`config.mk`:
```
export PLATFORM = sky130hd
export DESIGN_NAME = stack_ctrl
export DESIGN_NICKNAME = d
export VERILOG_FILES = /design/src/rtl/stack_pkg.sv /design/src/rtl/stack_arb.sv /design/src/rtl/stack_ctrl.sv
export SDC_FILE = /design/constraint.sdc
export NUM_CORES = 1
export LEC_CHECK = 0
export ABC_AREA = 1
export CORE_UTILIZATION = 35
export CTS_BUF_LIST = sky130_fd_sc_hd__clkbuf_4
export CTS_CLUSTER_DIAMETER = 150
export DETAILED_ROUTE_END_ITERATION = 7
export HOLD_SLACK_MARGIN = 0.1
export PLACE_DENSITY = 0.73
export SLEW_MARGIN = 5
export SYNTH_ARGS = -nofsm -noshare
export SYNTH_HDL_FRONTEND = slang
export SYNTH_HIERARCHICAL = 1
export SYNTH_SLANG_ARGS = --single-unit
```
`constraint.sdc`:
```
create_clock -name clk -period 1.7 [get_ports clk]
set_input_delay 0.17 -clock clk [delete_from_list [all_inputs] [get_ports clk]]
set_output_delay 0.17 -clock clk [all_outputs]
set_load 0.01 [all_outputs]
```
`src/rtl/stack_pkg.sv`:
```
// Shared types and constants for the stack sequencing controller and its arbiter.
package stack_pkg;

  typedef enum logic [1:0] {
    IDLE = 2'd0,
    EXEC = 2'd1,
    RESP = 2'd2
  } state_e;

  localparam logic OP_PUSH = 1'b1;
  localparam logic OP_POP  = 1'b0;
  localparam logic ID_A    = 1'b0;
  localparam logic ID_B    = 1'b1;

  // A push needs room, a pop needs something to take.
  function automatic logic op_legal(input logic op, input logic is_full, input logic is_empty);
    logic ok;
    if (op == OP_PUSH) begin
      ok = !is_full;
    end else begin
      ok = !is_empty;
    end
    return ok;
  endfunction

endpackage

```
`src/rtl/stack_arb.sv`:
```
// Two-way requester arbiter. STACK_CTRL_RR_EN selects round-robin; otherwise A has fixed priority.
module stack_arb
  import stack_pkg::*;
(
  input  logic req_a_i,
  input  logic req_b_i,
  input  logic en_i,
  input  logic last_gnt_i,
  output logic win_id_o
);

`ifdef STACK_CTRL_RR_EN
  // On contention the requester that did not win last time goes first.
  always_comb begin
    win_id_o = ID_A;
    if (en_i) begin
      if (req_a_i && req_b_i) begin
        win_id_o = (last_gnt_i == ID_A) ? ID_B : ID_A;
      end else if (req_b_i) begin
        win_id_o = ID_B;
      end else begin
        win_id_o = ID_A;
      end
    end else begin
      win_id_o = ID_A;
    end
  end
`else
  logic unused_last_s;
  assign unused_last_s = last_gnt_i;

  // A wins whenever it asks; B only when alone.
  always_comb begin
    win_id_o = ID_A;
    if (en_i && !req_a_i && req_b_i) begin
      win_id_o = ID_B;
    end else begin
      win_id_o = ID_A;
    end
  end
`endif

endmodule

```
`src/rtl/stack_ctrl.sv`:
```
// Push/pop sequencer for one LIFO: IDLE -> EXEC -> RESP per operation.
// Arbitration mode is chosen by the STACK_CTRL_RR_EN macro inside stack_arb.
module stack_ctrl
  import stack_pkg::*;
#(
  parameter  int WIDTH = 8,
  parameter  int DEPTH = 4,
  localparam int PTR_W = $clog2(DEPTH + 1)
) (
  input  logic             clk,
  input  logic             rst_n,
  input  logic             clr,
  input  logic             req_a,
  input  logic             req_b,
  input  logic             op_a,
  input  logic             op_b,
  input  logic [WIDTH-1:0] wdata_a,
  input  logic [WIDTH-1:0] wdata_b,
  output logic             gnt_a,
  output logic             gnt_b,
  output logic             rsp_valid,
  output logic             rsp_id,
  output logic             rsp_err,
  output logic [WIDTH-1:0] rsp_data,
  output logic             stk_push,
  output logic             stk_pop,
  output logic [PTR_W-1:0] stk_ptr,
  output logic [WIDTH-1:0] stk_din,
  input  logic [WIDTH-1:0] stk_dout,
  output logic             full,
  output logic             empty,
  output logic [PTR_W-1:0] count
);

  localparam logic [PTR_W-1:0] DEPTH_C = PTR_W'(DEPTH);
  localparam logic [PTR_W-1:0] ONE_C   = PTR_W'(1);
  localparam logic [PTR_W-1:0] ZERO_C  = PTR_W'(0);

  state_e           state_q, state_d;
  logic [PTR_W-1:0] count_q, count_d;
  logic             full_q, full_d;
  logic             empty_q, empty_d;
  logic             last_q, last_d;
  logic             gnt_a_q, gnt_a_d;
  logic             gnt_b_q, gnt_b_d;
  logic             push_q, push_d;
  logic             pop_q, pop_d;
  logic [WIDTH-1:0] din_q, din_d;
  logic             rsp_valid_q, rsp_valid_d;
  logic             rsp_id_q, rsp_id_d;
  logic             rsp_err_q, rsp_err_d;
  logic             rsp_pop_q, rsp_pop_d;

  logic             arb_en_s;
  logic             win_id_s;
  logic             accept_s;
  logic             sel_op_s;
  logic [WIDTH-1:0] sel_data_s;
  logic             legal_s;

  assign arb_en_s = (state_q == IDLE) && !clr;
  assign accept_s = arb_en_s && (req_a || req_b);

  stack_arb u_arb (
    .req_a_i   (req_a),
    .req_b_i   (req_b),
    .en_i      (arb_en_s),
    .last_gnt_i(last_q),
    .win_id_o  (win_id_s)
  );

  assign sel_op_s   = (win_id_s == ID_B) ? op_b : op_a;
  assign sel_data_s = (win_id_s == ID_B) ? wdata_b : wdata_a;
  assign legal_s    = op_legal(sel_op_s, full_q, empty_q);

  // State register.
  always_ff @(posedge clk or negedge rst_n) begin
    if (!rst_n) begin
      state_q <= IDLE;
    end else begin
      state_q <= state_d;
    end
  end

  // Next-state logic; a flush keeps the FSM in IDLE.
  always_comb begin
    state_d = state_q;
    case (state_q)
      IDLE: begin
        if (clr) begin
          state_d = IDLE;
        end else if (req_a || req_b) begin
          state_d = EXEC;
        end else begin
          state_d = IDLE;
        end
      end
      EXEC:    state_d = RESP;
      RESP:    state_d = IDLE;
      default: state_d = IDLE;
    endcase
  end

  // Output/datapath next values. Legality is decided at acceptance, so EXEC
  // strobes and RESP status come straight out of registers.
  always_comb begin
    count_d     = count_q;
    last_d      = last_q;
    gnt_a_d     = 1'b0;
    gnt_b_d     = 1'b0;
    push_d      = 1'b0;
    pop_d       = 1'b0;
    din_d       = {WIDTH{1'b0}};
    rsp_valid_d = 1'b0;
    rsp_id_d    = 1'b0;
    rsp_err_d   = 1'b0;
    rsp_pop_d   = 1'b0;
    case (state_q)
      IDLE: begin
        if (clr) begin
          count_d = ZERO_C;
        end else if (accept_s) begin
          last_d  = win_id_s;
          gnt_a_d = (win_id_s == ID_A);
          gnt_b_d = (win_id_s == ID_B);
          push_d  = legal_s && (sel_op_s == OP_PUSH);
          pop_d   = legal_s && (sel_op_s == OP_POP);
          din_d   = (legal_s && (sel_op_s == OP_PUSH)) ? sel_data_s : {WIDTH{1'b0}};
        end else begin
          count_d = count_q;
        end
      end
      EXEC: begin
        rsp_valid_d = 1'b1;
        rsp_id_d    = gnt_b_q ? ID_B : ID_A;
        rsp_err_d   = !(push_q || pop_q);
        rsp_pop_d   = pop_q;
        if (push_q && (count_q < DEPTH_C)) begin
          count_d = count_q + ONE_C;
        end else if (pop_q && (count_q > ZERO_C)) begin
          count_d = count_q - ONE_C;
        end else begin
          count_d = count_q;
        end
      end
      RESP: begin
        count_d = count_q;
      end
      default: begin
        count_d = count_q;
      end
    endcase
    full_d  = (count_d == DEPTH_C);
    empty_d = (count_d == ZERO_C);
  end

  // Registered outputs, count and round-robin history.
  always_ff @(posedge clk or negedge rst_n) begin
    if (!rst_n) begin
      count_q     <= ZERO_C;
      full_q      <= 1'b0;
      empty_q     <= 1'b1;
      last_q      <= ID_B;
      gnt_a_q     <= 1'b0;
      gnt_b_q     <= 1'b0;
      push_q      <= 1'b0;
      pop_q       <= 1'b0;
      din_q       <= {WIDTH{1'b0}};
      rsp_valid_q <= 1'b0;
      rsp_id_q    <= 1'b0;
      rsp_err_q   <= 1'b0;
      rsp_pop_q   <= 1'b0;
    end else begin
      count_q     <= count_d;
      full_q      <= full_d;
      empty_q     <= empty_d;
      last_q      <= last_d;
      gnt_a_q     <= gnt_a_d;
      gnt_b_q     <= gnt_b_d;
      push_q      <= push_d;
      pop_q       <= pop_d;
      din_q       <= din_d;
      rsp_valid_q <= rsp_valid_d;
      rsp_id_q    <= rsp_id_d;
      rsp_err_q   <= rsp_err_d;
      rsp_pop_q   <= rsp_pop_d;
    end
  end

  assign gnt_a     = gnt_a_q;
  assign gnt_b     = gnt_b_q;
  assign stk_push  = push_q;
  assign stk_pop   = pop_q;
  assign stk_din   = din_q;
  assign stk_ptr   = count_q;
  assign rsp_valid = rsp_valid_q;
  assign rsp_id    = rsp_id_q;
  assign rsp_err   = rsp_err_q;
  // Pop data is read by the stack at the EXEC edge, so it is passed through in RESP.
  assign rsp_data  = rsp_pop_q ? stk_dout : {WIDTH{1'b0}};
  assign full      = full_q;
  assign empty     = empty_q;
  assign count     = count_q;

endmodule

```
Word-level counts from Yosys, hierarchy flattened
Cells that the tools add are included.
{"block": "totals", "regBits": 23, "input_bits": 31, "output_inout_bits": 31, "word_cells": 71}
{"block": "op_classes", "n_addsub": 2, "n_lt_le_gt_ge": 2, "eq_ne": 2, "muxes": 33, "bitwise_logic": 2, "n_reduce_logical": 17}
{"operator": "2-to-1 mux 8 bit", "n": 6}
{"operator": "2-to-1 mux 1 bit", "n": 22}
{"operator": "2-to-1 mux 3 bit", "n": 3}
{"operator": "logical AND 1 bit", "n": 8}
{"operator": "one-hot mux 3 bit (2 select lines)", "n": 1}
{"operator": "logical NOT 1 bit", "n": 5}
{"operator": "one-hot mux 2 bit (2 select lines)", "n": 1}
{"operator": "adder 3 x 1 -> 3 bit (second input constant)", "n": 1}
{"operator": "== test 3 bit (second input constant)", "n": 1}
{"operator": "greater-than comparator 3 x 1 -> 1 bit (second input constant)", "n": 1}
{"operator": "logical NOT 3 bit", "n": 1}
{"operator": "< comparator 3 bit (second input constant)", "n": 1}
{"operator": "subtractor 3 x 1 -> 3 bit (second input constant)", "n": 1}
{"operator": "== test 2 x 1 -> 1 bit (second input constant)", "n": 1}
{"operator": "logical NOT 2 bit", "n": 1}
{"operator": "logical OR 1 bit", "n": 2}
{"operator": "inverter 1 bit", "n": 2}

Logic depth before layout (Yosys ltp)
Gate-level depths: netlist of run 1.
{"block": "logic_depth", "ltp_word": 12, "depth_mapped": 10, "mapped_depth_nobuf": 10}

By module
Netlist of run 1, hierarchy kept.
{"module": "stack_ctrl", "instances": 1, "cells_each": 135, "area_per_inst_um2": 1151.1, "seq_area_each_um2": 578.1}
{"module": "stack_arb", "instances": 1, "cells_each": 2, "area_per_inst_um2": 10.0, "seq_area_each_um2": 0.0}

Worst setup path before layout of run 1
OpenSTA, ideal clock, no wires.
{"block": "synth_path", "path_kind": "register to register", "startpoint": "reg, netlist name rsp_valid", "endpoint": "reg din_q[1] (netlist: stk_din[1])", "setup_ns": 0.077, "t_arrival_ns": 1.403, "setup_slack_ns": 0.220, "path_stages_with_launch": 11, "n_path_buf": 1, "cell_sequence": "dfrtp_1 > nor2_1 > nand2_1 > inv_2 > nand2_1 > nor2_2 > buf_6 > nand2_1 > a21oi_2 > nand2_4 > a21oi_1"}
{"item": "end signal: assignment", "line": "stack_ctrl.sv:168", "rtl": "din_q <= {WIDTH{1'b0}};"}
{"item": "end signal: assignment", "line": "stack_ctrl.sv:182", "rtl": "din_q <= din_d;"}
{"item": "end: declaration", "line": "stack_ctrl.sv:48", "rtl": "logic [WIDTH-1:0] din_q, din_d;"}

Final worst setup path of run 1
{"block": "layout_path", "startpoint": "reg rsp_pop_q", "endpoint": "out rsp_data[6]"}
{"block": "layout_via", "elab_chain_len": 1}
{"item": "start: declaration", "line": "stack_ctrl.sv:52", "rtl": "logic rsp_pop_q, rsp_pop_d;"}
{"item": "start signal: assignment", "line": "stack_ctrl.sv:186", "rtl": "rsp_pop_q <= rsp_pop_d;"}
{"item": "2-to-1 mux 8 bit", "line": "stack_ctrl.sv:200", "rtl": "assign rsp_data = rsp_pop_q ? stk_dout : {WIDTH{1'b0}};"}
{"item": "end: declaration", "line": "stack_ctrl.sv:24", "rtl": "output logic [WIDTH-1:0] rsp_data,"}
Every way passes these cells.

==> out/qor.yml, run 1 <==
outcome:
  run_status: "finished clean"
global_route:
  grt_pass1_wl_um: 4381
  via_count_of_the_first_global_routing_pass: 1052
  track_usage_pct: 16.93
  antenna_violations_before_repair: 0
  grt.overflow.total: 0
  pin_count_of_the_biggest_net_entering_global_routing: 23
die:
  design.core.area_um2: 3053
  row_count: 20
  fp.dieH_um: 58.72
  io_pins: 62
  die_area_um2: 3448
  floorplan.initialDensity_pct: 36.89
  chipWidth_um: 58.72
cts:
  tritoncts: "built"
  root_buffer_master: "sky130_fd_sc_hd__clkbuf_4"
  cts_max_level: 1
  holdBufCountCts: 0
  max-clock-path-buffers: 2
  total_clock_buffers_created_by_cts: 3
  cts_setup_buffers: 0
  clk_latency_ns: 0.30
  cts_sinks: 22
  clk_transition_reported_paths_ns: 0.12
power_and_ir_drop:
  max-vdd-ir-drop_uv: 431.9
  post_route_total_power_mw: 1.200
  leakage_power_figure_nw: 0.9088
  power.density_nw_per_um2: 664.0
routing:
  drt-pass1-iter-count: 4
  total_number_of_vias: 1060
  remaining_drc_errors: 0
  final_antenna_net_count: 0
  detail_route.vias_per_cell: 4.398
  drt-wirelength-per-cell_um: 10.98
  drtIter0Drc: 11
  wirelength_um: 2647
worst_setup_path:
  timing.critical_path.depth: 3
  cp-start-kind: "flip-flop"
  critPathMaxFanout: 8
  type_of_the_worst_setup_path: "reg -> out"
  critical_path.reg2reg.endpoint: "empty"
  critical_path.top_delay_family: "buffers and inverters"
  reg2regPathDepth: 8
  setup.worst_path.end_class: "output pin"
  worst_ep_required_time_ns: 1.53
  cpPeakStageDelay_ns: 0.52
  path_cells: "nand2_1 -> inv_1 -> clkdlybuf4s50_1"
  critical_path.n_buffers_inverters: 2
  worst_r2r_startpoint: "count[0]"
  critical-path-slowest-cell: "sky130_fd_sc_hd__clkdlybuf4s50_1"
  critical_path_arrival_ns: 1.40
  ff_to_ff_setup_slack_ns: 0.20
final_layout:
  fin_nets: 232
  drive_above_1_share_pct: 15.74
  area_growth_from_synthesis_to_layout_pct: 60.56
  final_core_util_pct: 59.22
  antenna_cells: 0
  fillCellCount: 301
sta:
  final_max_slew_viol_count: 0
  worstMarginPinSlew_ns: 0.2736
  timing_hold_violations_final: 0
  max_freq_ghz: 0.6381
  skew_ns: 0.005406
  tcrit_tclk_final_pct: 92.19
  final.setup.tns_ns: 0
  time_the_worst_path_needs_with_i_o_delays_and_setup_ns: 1.567
  finalSetupViolCount: 0
  rsz0062_at_grt: "no"
  worst_slew_margin_rel_pct: 81.76
flow_run:
  drv_cap: 0
place:
  numPortBuffers: 61
  dp_hpwl_um: 2210
  place_congestion: 0.7793
yosys:
  synthesis.yosys.warnings: 6
  synthesis.area_per_instance_um2: 8.404
  netlist_instances: 134
  post_synth_instance_area_um2: 1126
  synthesis.nets: 168
min_path:
  min_delay_worst_type: "in -> async"
## worst max path at each step
stage | from | to | slack (ns)
global placement | clr | stk_din[1] | 0.16
finish | rsp_pop_q | rsp_data[6] | 0.13
floorplan | rsp_valid | stk_din[1] | 0.22
global route | rsp_pop_q | rsp_data[4] | 0.04
CTS | rsp_pop_q | rsp_data[6] | 0.05
detailed placement | clr | stk_din[1] | 0.12
## area by class of cell
| class | count | area, um^2 | area share, % |
|---|---|---|---|
| Clock buffer | 3 | 22.52 | 1.246 |
| Timing Repair Buffer | 65 | 640.6 | 35.43 |
| Sequential cell | 22 | 553.0 | 30.59 |
| Tap cell | 44 | 55.05 | 3.045 |
| Multi-Input combinational cell | 80 | 435.4 | 24.08 |
| Inverter | 26 | 97.59 | 5.398 |
| Clock inverter | 1 | 3.754 | 0.2076 |
## placed cells by master (no fill, tap or decap), drive strengths merged
master	count
clkdlybuf4s50	61
nand2	38
inv	26
dfrtp	21
nor2	15
a21oi	13
buf	4
o21ai	4
nand3	3
ha	3
clkbuf	3
nor3	2
o21bai	1
nand4	1
clkinv	1
dfstp	1
## per-layer routing
metal  vias up  track usage (%)  share of wire [%]
met4         0            6.122               0.49
met1       480            16.76                 36
met5         -                0                  0
met3         2            5.495                 11
li1        525                -                  -
met2        53            32.47                 52
## what timing repair did
action,in CTS,in global routing
setup endpoints to repair,0,6
resized for setup,0,1
endpoints found under the hold margin,0,0
## flip-flops by register name, indices dropped and copies added, names as in the netlist
register and count:
state_q 1, rsp_pop_q 1, full 1, gnt_b 1
count 3, rsp_valid 1, gnt_a 1, stk_push 1
stk_din 8, empty 1, stk_pop 1, rsp_id 1
rsp_err 1
## report_power, final
group          switching (mW)  total [mW]  internal (mW)
logic                   0.173       0.372          0.198
registers              0.0288       0.595          0.566
clock network           0.149       0.234         0.0855
## through the flow
step | worst slack [ns] | area, um^2 | instances | hold slack, ns
floorplan | 0.2197 | 1126 | 134 | -0.1256
global placement | 0.1581 | 1780 | 237 | 0.4848
detailed placement | 0.1179 | 1780 | 237 | 0.4832
CTS | 0.04734 | 1807 | 241 | 0.2019
global route | 0.04400 | 1808 | 241 | 0.2257
finish | 0.1328 | 1808 | 241 | 0.2006
(Power assumes the default switching activity.)
==> run 2, diff against run 1 <==
--- a/config.mk
+++ b/config.mk
@@ -12,6 +12,7 @@
 export DETAILED_ROUTE_END_ITERATION = 7
 export HOLD_SLACK_MARGIN = 0.1
 export PLACE_DENSITY = 0.73
+export RECOVER_POWER = 100
 export SLEW_MARGIN = 5
 export SYNTH_ARGS = -nofsm -noshare
 export SYNTH_HDL_FRONTEND = slang
==> run 2 against run 1 <==
Power decreased by 3.0%. Routed wire length decreased by 0.49%. Register-to-register slack about the same. Combinational power decreased by 9.1%. Sequential share of layout area increased by 0.56 points. Critical path type unchanged.
==> out/qor.yml, run 2 (synthesis gave the netlist of run 1 again) <==
min_path:
  timing.hold.worst.start: "wdata_b[6]"
  min_delay_worst_type: "in -> reg"
  timing.hold.worst_path_depth: 3
  min_delay_worst_endpoint: "stk_din[6]"
cts:
  clk_transition_reported_paths_ns: 0.12
  holdBufCountCts: 0
  root_buffer_master: "sky130_fd_sc_hd__clkbuf_4"
  cts_setup_buffers: 0
  cts_max_level: 1
  max-clock-path-buffers: 2
  post_cts_resize_count: 0
  clk_latency_ns: 0.30
  cts_sinks: 22
  tritoncts: "built"
  total_clock_buffers_created_by_cts: 3
power_and_ir_drop:
  post_route_total_power_mw: 1.164
  max-vdd-ir-drop_uv: 425.4
  leakage_power_figure_nw: 0.9595
  power.density_nw_per_um2: 655.8
worst_setup_path:
  type_of_the_worst_setup_path: "reg -> out"
  critical_path_arrival_ns: 1.45
  critical-path-slowest-cell: "sky130_fd_sc_hd__dlygate4sd3_1"
  setup.worst_path.end_class: "output pin"
  worst_ep_required_time_ns: 1.53
  critical_path.top_delay_family: "buffers and inverters"
  critical_path.n_buffers_inverters: 1
  path_cells: "dlygate4sd3_1"
  critical_path.reg2reg.endpoint: "stk_din[5]"
  ff_to_ff_setup_slack_ns: 0.19
  cpPeakStageDelay_ns: 0.60
  reg2regPathDepth: 8
  critPathMaxFanout: 2
  worst_r2r_startpoint: "state_q[0]"
  cp-start-kind: "flip-flop"
sta:
  time_the_worst_path_needs_with_i_o_delays_and_setup_ns: 1.620
  skew_ns: 0.005056
  rsz0062_at_grt: "no"
  final.setup.tns_ns: 0
  tcrit_tclk_final_pct: 95.29
  timing_hold_violations_final: 0
  fin_ws_ns: 0.08007
  worstMarginPinSlew_ns: 1.125
  worst_slew_margin_rel_pct: 24.97
  finalSetupViolCount: 0
  final_max_slew_viol_count: 0
  max_freq_ghz: 0.6173
  fin_worst_hold_slack_ns: 0.4095
final_layout:
  area_growth_from_synthesis_to_layout_pct: 57.67
  fillCellCount: 307
  final_core_util_pct: 58.16
  fin_nets: 232
  antenna_cells: 0
  final_cell_mix: "39 x sky130_fd_sc_hd__clkdlybuf4s50_1, 35 x sky130_fd_sc_hd__nand2_1, 22 x sky130_fd_sc_hd__inv_1, 22 x sky130_fd_sc_hd__dlygate4sd3_1, 20 x sky130_fd_sc_hd__dfrtp_1"
  fin_cells: 241
  leading_cell_type_in_the_layout_fill_and_taps_excluded: "sky130_fd_sc_hd__clkdlybuf4s50_1"
  drive_above_1_share_pct: 11.68
  largest_register_ff_count: 8
  stdcell_area_um2: 1775
place:
  place_congestion: 0.7793
  cell_total_after_placement: 237
  numPortBuffers: 61
  dp_hpwl_um: 2210
  placed_area_um2: 1780
  worst_case_setup_slack_after_placement_ns: 0.1179
die:
  die_area_um2: 3448
  io_pins: 62
  design.core.area_um2: 3053
  chipWidth_um: 58.72
  floorplan.initialDensity_pct: 36.89
  fp.dieH_um: 58.72
  row_count: 20
global_route:
  grt.overflow.total: 0
  grt_pass1_wl_um: 4381
  via_count_of_the_first_global_routing_pass: 1052
  track_usage_pct: 16.93
  antenna_violations_before_repair: 0
  pin_count_of_the_biggest_net_entering_global_routing: 23
routing:
  total_number_of_vias: 1065
  routed-wl-met2_um: 1365
  dr.max_layer_used: "met4"
  wirelength_um: 2634
  drt-wirelength-per-cell_um: 10.93
  drtIter0Drc: 14
  final_antenna_net_count: 0
  routed-wl-met3_um: 280
  drt-pass1-iter-count: 4
  wl_met1_um: 974
  remaining_drc_errors: 0
  detail_route.vias_per_cell: 4.419
outcome:
  run_status: "finished clean"
flow_run:
  drv_cap: 0
-- run 2: report_power, final --
part / internal, mW / switching (mW)
registers: 0.566 / 0.0266
logic: 0.172 / 0.166
clock network: 0.0855 / 0.149
-- run 2: routing by layer --
metal	vias to the layer above	global-route usage, %
li1	526	-
met1	484	16.76
met2	53	32.47
met3	2	5.495
met4	0	6.122
met5	-	0
-- run 2: area by class of cell --
type                       instances  area [um^2]  area share [%]
clock buffer                       3        22.52           1.269
inverter                          26        97.59           5.497
timing repair buffer              65        629.4           35.45
tap                               44        55.05           3.101
multi-input combinational         80        414.1           23.33
clock inverter                     1        3.754          0.2114
sequential                        22        553.0           31.15
-- run 2: worst max path at each step --
stage	from	endpoint	cells after the start
global placement	clr	stk_din[1]	10
floorplan	rsp_valid	stk_din[1]	10
detailed placement	clr	stk_din[1]	10
CTS	rsp_pop_q	rsp_data[6]	3
global route	state_q[0]	stk_din[5]	8
finish	empty	empty	1
-- run 2: worst min-delay path: stages --
cell and delay [ns]:
sky130_fd_sc_hd__clkdlybuf4s50_1 0.39, sky130_fd_sc_hd__nand2_1 0.07, sky130_fd_sc_hd__a21oi_2 0.05
==> edit 1: new RTL, config.mk and constraints of run 2 <==
Build with the macro `STACK_CTRL_RR_EN` defined.
--- a/src/rtl/stack_arb.sv
+++ b/src/rtl/stack_arb.sv
@@ -1,3 +1,5 @@
 // Two-way requester arbiter. STACK_CTRL_RR_EN selects round-robin; otherwise A has fixed priority.
+`define STACK_CTRL_RR_EN
+
 module stack_arb
   import stack_pkg::*;
Function: changed (a bounded check fails within 10 cycles, from zero or initial values and one cycle with rst_n low).
==> edit 1 against run 2 <==
Sequential power increased by 5.9%. Final area increased by 2.8%. First-iteration DRC count increased to 2.5 times the old value. Routed wire length increased by 8.5%. Sequential cell count increased by 1. Count of clock-buffer cells in the layout increased by 1. Cell count increased by 2.1%. Total power increased by 8.2%. Worst setup slack got worse by 0.0071 ns. Area after synthesis increased by 3.8%. Critical path type unchanged. Largest cell class unchanged. Largest power group unchanged. Highest routed layer unchanged.
==> edit 1: results (changes against run 2) <==
Run status
The run finished with clean final reports.

Placement
The port buffer count was 61 (unchanged). The HPWL reported at the end of detailed placement is 2.32 mm (+4.8%). The final weighted congestion in routability-driven placement is 0.735 (-5.7%).

The worst-case setup slack after placement came to 0.0115 ns (-0.106 ns).

Timing
The setup clock skew after layout is 0.00547 ns (+0.000411 ns). The final worst hold slack is 0.400 ns (-0.00962 ns). The headroom to the max-slew limit is 20.4% (-4.6 points). The clock period minus final worst setup slack is 1.63 ns (+0.00710 ns).

CTS
The depth of the CTS H-tree is 1 (unchanged). The clock edge transition at the registers on the reported setup and hold paths came to 0.12 ns (about the same). The number of buffers created by CTS came to 3 (unchanged). The largest buffer count on any clock path is 2 (unchanged). The root buffer cell chosen for the clock tree is sky130_fd_sc_hd__clkbuf_4. The setup fix buffers added after clock tree synthesis is 0 (unchanged). The clock latency reported for the late side of the worst-skew pair came to 0.30 ns (about the same).

Cells and area
The flip-flop count of the largest register after layout is 8 (unchanged). The number of diodes is 0 (unchanged). The fraction of layout cells with a size suffix above 1 is 12.4% (+0.70 points).

The post-layout net count was 237 (+2.2%). The filler cell count in the final layout came to 317 (+3.3%).

Synthesis
After synthesis, the cell types taking the most area are sky130_fd_sc_hd__dfrtp_1, sky130_fd_sc_hd__nand2_1, sky130_fd_sc_hd__inv_1. The synthesized netlist net count is 173 (+3.0%). The number of warning messages in the yosys log is 6 (unchanged).

The synthesized area divided by synthesized cell count came to 8.41 µm² (about the same). The commonest cells after synthesis are sky130_fd_sc_hd__nand2_1, sky130_fd_sc_hd__inv_1, sky130_fd_sc_hd__dfrtp_1. The proportion of register bits with asynchronous set or reset after synthesis is 100%.

The proportion of synthesized chip area in sequential cells is 49.5%.

Power
The peak supply drop is 0.350 mV (-18%). The static leakage was 0.000993 µW (+3.5%).

Global route
The via count of the first global-routing pass was 1098 (+4.4%). The pin count of the biggest net entering global routing is 24 (+4.3%). The combined global-route utilization of all metal layers is 17.7% (+0.74 points). The initial antenna violation count is 0 (unchanged).

The wire length of the first global-routing pass was 4.69 mm (+7.1%).

Route
The detail-routed via count per cell came to 4.43 (+0.27%). The wire length per cell after detailed routing is 11.6 µm (+6.3%). The wire length after detailed routing is 2.86 mm (+8.5%).

The initial detailed-routing violation count was 35 (+21). The length of the first detailed-routing pass in iterations is 2 (-2).

Setup path
The largest delay contributor family on the critical path is buffers and inverters. The maximum fanout count along the critical path is 2 (unchanged). The maximum cell stage delay along the critical path came to 0.60 ns (about the same).

For the worst setup path, the data arrival time is 1.46 ns. The reg-to-reg setup timing slack is 0.15 ns (-0.04 ns). The slowest cell on the critical path is sky130_fd_sc_hd__dlygate4sd3_1.

Min path
In this run the worst hold path is classified as input pin to flip-flop.
edit 1: what timing repair did:
| action | 4_1_cts | 5_1_grt |
|---|---|---|
| hold endpoints to repair | 0 | 0 |
| gates resized for setup | 0 | 1 |
| setup endpoints to repair | 0 | 7 |
edit 1: worst reg2reg max path, delay by kind of cell, from the launching register on:
kind,cells,cell delay [ns]
flops,1,0.41
simple gates,6,0.66
compound gates,2,0.35
buf+inv,1,0.08
edit 1: cell families (layout without fill, tap and decap cells):
logic type               after synthesis  count (layout)  synth area share, %
adder cells (fa/ha/maj)                3               3                 3.21
buffers and inverters                 33              96                 12.2
AND/OR/NAND/NOR                       61              61                 23.6
flip-flops                            23              23                 49.5
AO/OA/AOI/OAI                         19              19                 11.6
edit 1: area by class of cell:
cell class | instances | share of cell area, %
flip-flops and latches | 23 | 31.7
inverters | 27 | 5.55
multi-input cells | 83 | 23.5
clock buffers | 4 | 1.64
well taps | 44 | 3.02
repair buffers | 65 | 34.5
edit 1: final timing paths:
check	start	end	depth (start not counted)
max	empty	empty	1
min	wdata_a[4]	stk_din[4]	3
max reg2reg	state_q[0]	stk_din[7]	9
min reg2reg	gnt_b	rsp_id	2
max in group asynchronous	rst_n	rsp_pop_q	2
min in group asynchronous	rst_n	rsp_err	2
edit 1: per-layer routing:
metal	GRT usage, %	vias to the layer above	share of wire (%)
met5	0	-	0
met4	4.98	0	0.46
met3	5.84	2	11
met2	33.2	51	51
met1	18.5	497	38
li1	-	540	-
edit 1: power breakdown:
| part | switching (µW) | total [µW] | internal (µW) |
|---|---|---|---|
| Clock | 157 | 264 | 107 |
| Combinational | 183 | 369 | 186 |
| Sequential | 29.8 | 627 | 597 |
| Total | 370 | 1260 | 890 |
edit 1: through the flow:
step	instance area (µm²)	utilization [%]
floorplan	1170	-
global placement	1820	58.8
detailed placement	1820	58.8
CTS	1850	59.7
global route	1830	58.8
finish	1830	58.8
==> edit 2: new RTL, config.mk and constraints of run 2 <==
Without the edit above. Re-encode `state_e` (3 states) as one-hot, 3 bits wide.
--- a/src/rtl/stack_pkg.sv
+++ b/src/rtl/stack_pkg.sv
@@ -2,8 +2,8 @@
 package stack_pkg;
 
-  typedef enum logic [1:0] {
-    IDLE = 2'd0,
-    EXEC = 2'd1,
-    RESP = 2'd2
+  typedef enum logic [2:0] {
+    IDLE = 3'b001,
+    EXEC = 3'b010,
+    RESP = 3'b100
   } state_e;
 
Behaviour: same outputs for any inputs over 10 cycles, from zero or initial values and one cycle with rst_n low; not proved beyond that.
==> edit 2 against run 2 <==
Final area grew 10%. Sequential share of layout area shrank 1.5 points. Sequential cell count grew 1. Area after synthesis grew 9.3%. Total power grew 6.6%. Routed wire length grew 2.8%. Die area grew 9.0%. Fmax shrank 3.0%. Worst setup slack lost 0.050 ns. Via count grew 1.5%. Critical path type is now flip-flop to flip-flop. Critical endpoint is now stk_din[7]. Largest power group unchanged. Highest routed layer unchanged.
==> edit 2: results (changes against run 2) <==
Run status
The run finished with clean final reports.

Global route
The global-route met2 utilization is 28.4% (-4.1 points). The met3 layer usage reported by global route is 2.31% (-3.2 points). The combined global-route utilization of all metal layers is 15.7% (-1.3 points). The via count of the first global-routing pass is 1014 (-3.6%).

Setup path
The startpoint of the most critical register-to-register path is state_q[0]. The length in cells of the worst reg-to-reg path came to 10 (+2). The maximum fanout count along the critical path is 4 (+2). The reg-to-reg setup timing slack is 0.03 ns (-0.16 ns).

In this run the critical register-to-register path is captured at stk_din[7]. The arrival time of data at the critical path endpoint came to 1.88 ns (+0.43 ns).

Power
The static leakage is 0.00103 µW (+6.9%). The peak supply drop is 0.316 mV (-26%).

Route
The wire length per cell after detailed routing is 10.7 µm (-2.4%). The count of vias placed by the detailed router is 1081 (+1.5%). The initial detailed-routing violation count is 9 (-5).

Synthesis
The synthesized area divided by synthesized cell count is 8.79 µm² (+4.6%). The synthesized netlist net count is 174 (+3.6%).

Timing
The setup clock skew after layout is 0.00147 ns (-0.00358 ns). The transition time at the pin with the least slew margin is 1.20 ns (+0.0707 ns).

Cells and area
The filler cell count in the final layout is 331 (+7.8%). The post-layout net count was 243 (+4.7%).

Min path
The capture endpoint of the worst hold path is stk_din[5]. In this run the most critical hold path is launched from wdata_a[5].

Placement
The final weighted congestion in routability-driven placement is 0.714 (-8.4%). The HPWL reported at the end of detailed placement is 2.20 mm (-0.37%).
-- edit 2: what timing repair did --
item / in CTS / in global routing
setup buffers: 1 / 2
setup endpoints to repair: 9 / 17
pin swaps: 1 / 3
gates resized for setup: 3 / 3
hold endpoints to repair: 0 / 0
gates cloned: 1 / 0
-- edit 2: worst max-delay path by stage --
stage	start	end	slack (ns)
2_1_floorplan	state_q[0]	stk_din[0]	0.07
3_3_place_gp	clr	stk_push	0.07
3_5_place_dp	clr	stk_push	-0.04
4_1_cts	state_q[0]	stk_din[1]	0.002
5_1_grt	state_q[0]	stk_din[5]	-0.07
6_report	state_q[0]	stk_din[7]	0.03
-- edit 2: final cells by class --
type | count | area [µm²] | area share, %
well taps | 46 | 57.6 | 2.95
inverters | 27 | 101 | 5.19
flip-flops and latches | 23 | 579 | 29.7
clock buffers | 4 | 30.0 | 1.54
multi-input cells | 86 | 526 | 26.9
repair buffers | 68 | 659 | 33.8
-- edit 2: metal layers --
metal,vias up,share of wire (%)
li1,549,-
met1,483,42
met2,45,50
met3,4,6.1
met4,0,1.1
met5,-,0
-- edit 2: critical path, stage by stage (launching register included) --
cell and delay, ns:
sky130_fd_sc_hd__dfstp_2 0.56, sky130_fd_sc_hd__inv_2 0.05, sky130_fd_sc_hd__nor2_4 0.09, sky130_fd_sc_hd__nand3_4 0.07, sky130_fd_sc_hd__inv_2 0.05, sky130_fd_sc_hd__nand2_2 0.05, sky130_fd_sc_hd__nor2_4 0.17, sky130_fd_sc_hd__mux2i_2 0.27
sky130_fd_sc_hd__nor2_2 0.10, sky130_fd_sc_hd__nand2_2 0.13, sky130_fd_sc_hd__a21oi_2 0.04
-- edit 2: power by group --
part           internal [µW]  leakage (µW)  total (µW)  switching [µW]
registers                588      0.000308         613            25.0
logic                    183      0.000699         361             177
clock network            107     0.0000184         268             161
-- edit 2: per-stage QoR --
stage / hold WS (ns) / TNS [ns] / instance area, µm² / setup WS, ns
after detailed placement: 0.483 / -0.275 / 1900 / -0.0373
final: 0.405 / 0 / 1950 / 0.0298
after global routing: 0.391 / -0.582 / 1950 / -0.0718
after floorplan: -0.126 / 0 / 1230 / 0.0676
after global placement: 0.488 / 0 / 1900 / 0.0684
after CTS: 0.212 / 0 / 1950 / 0.00181
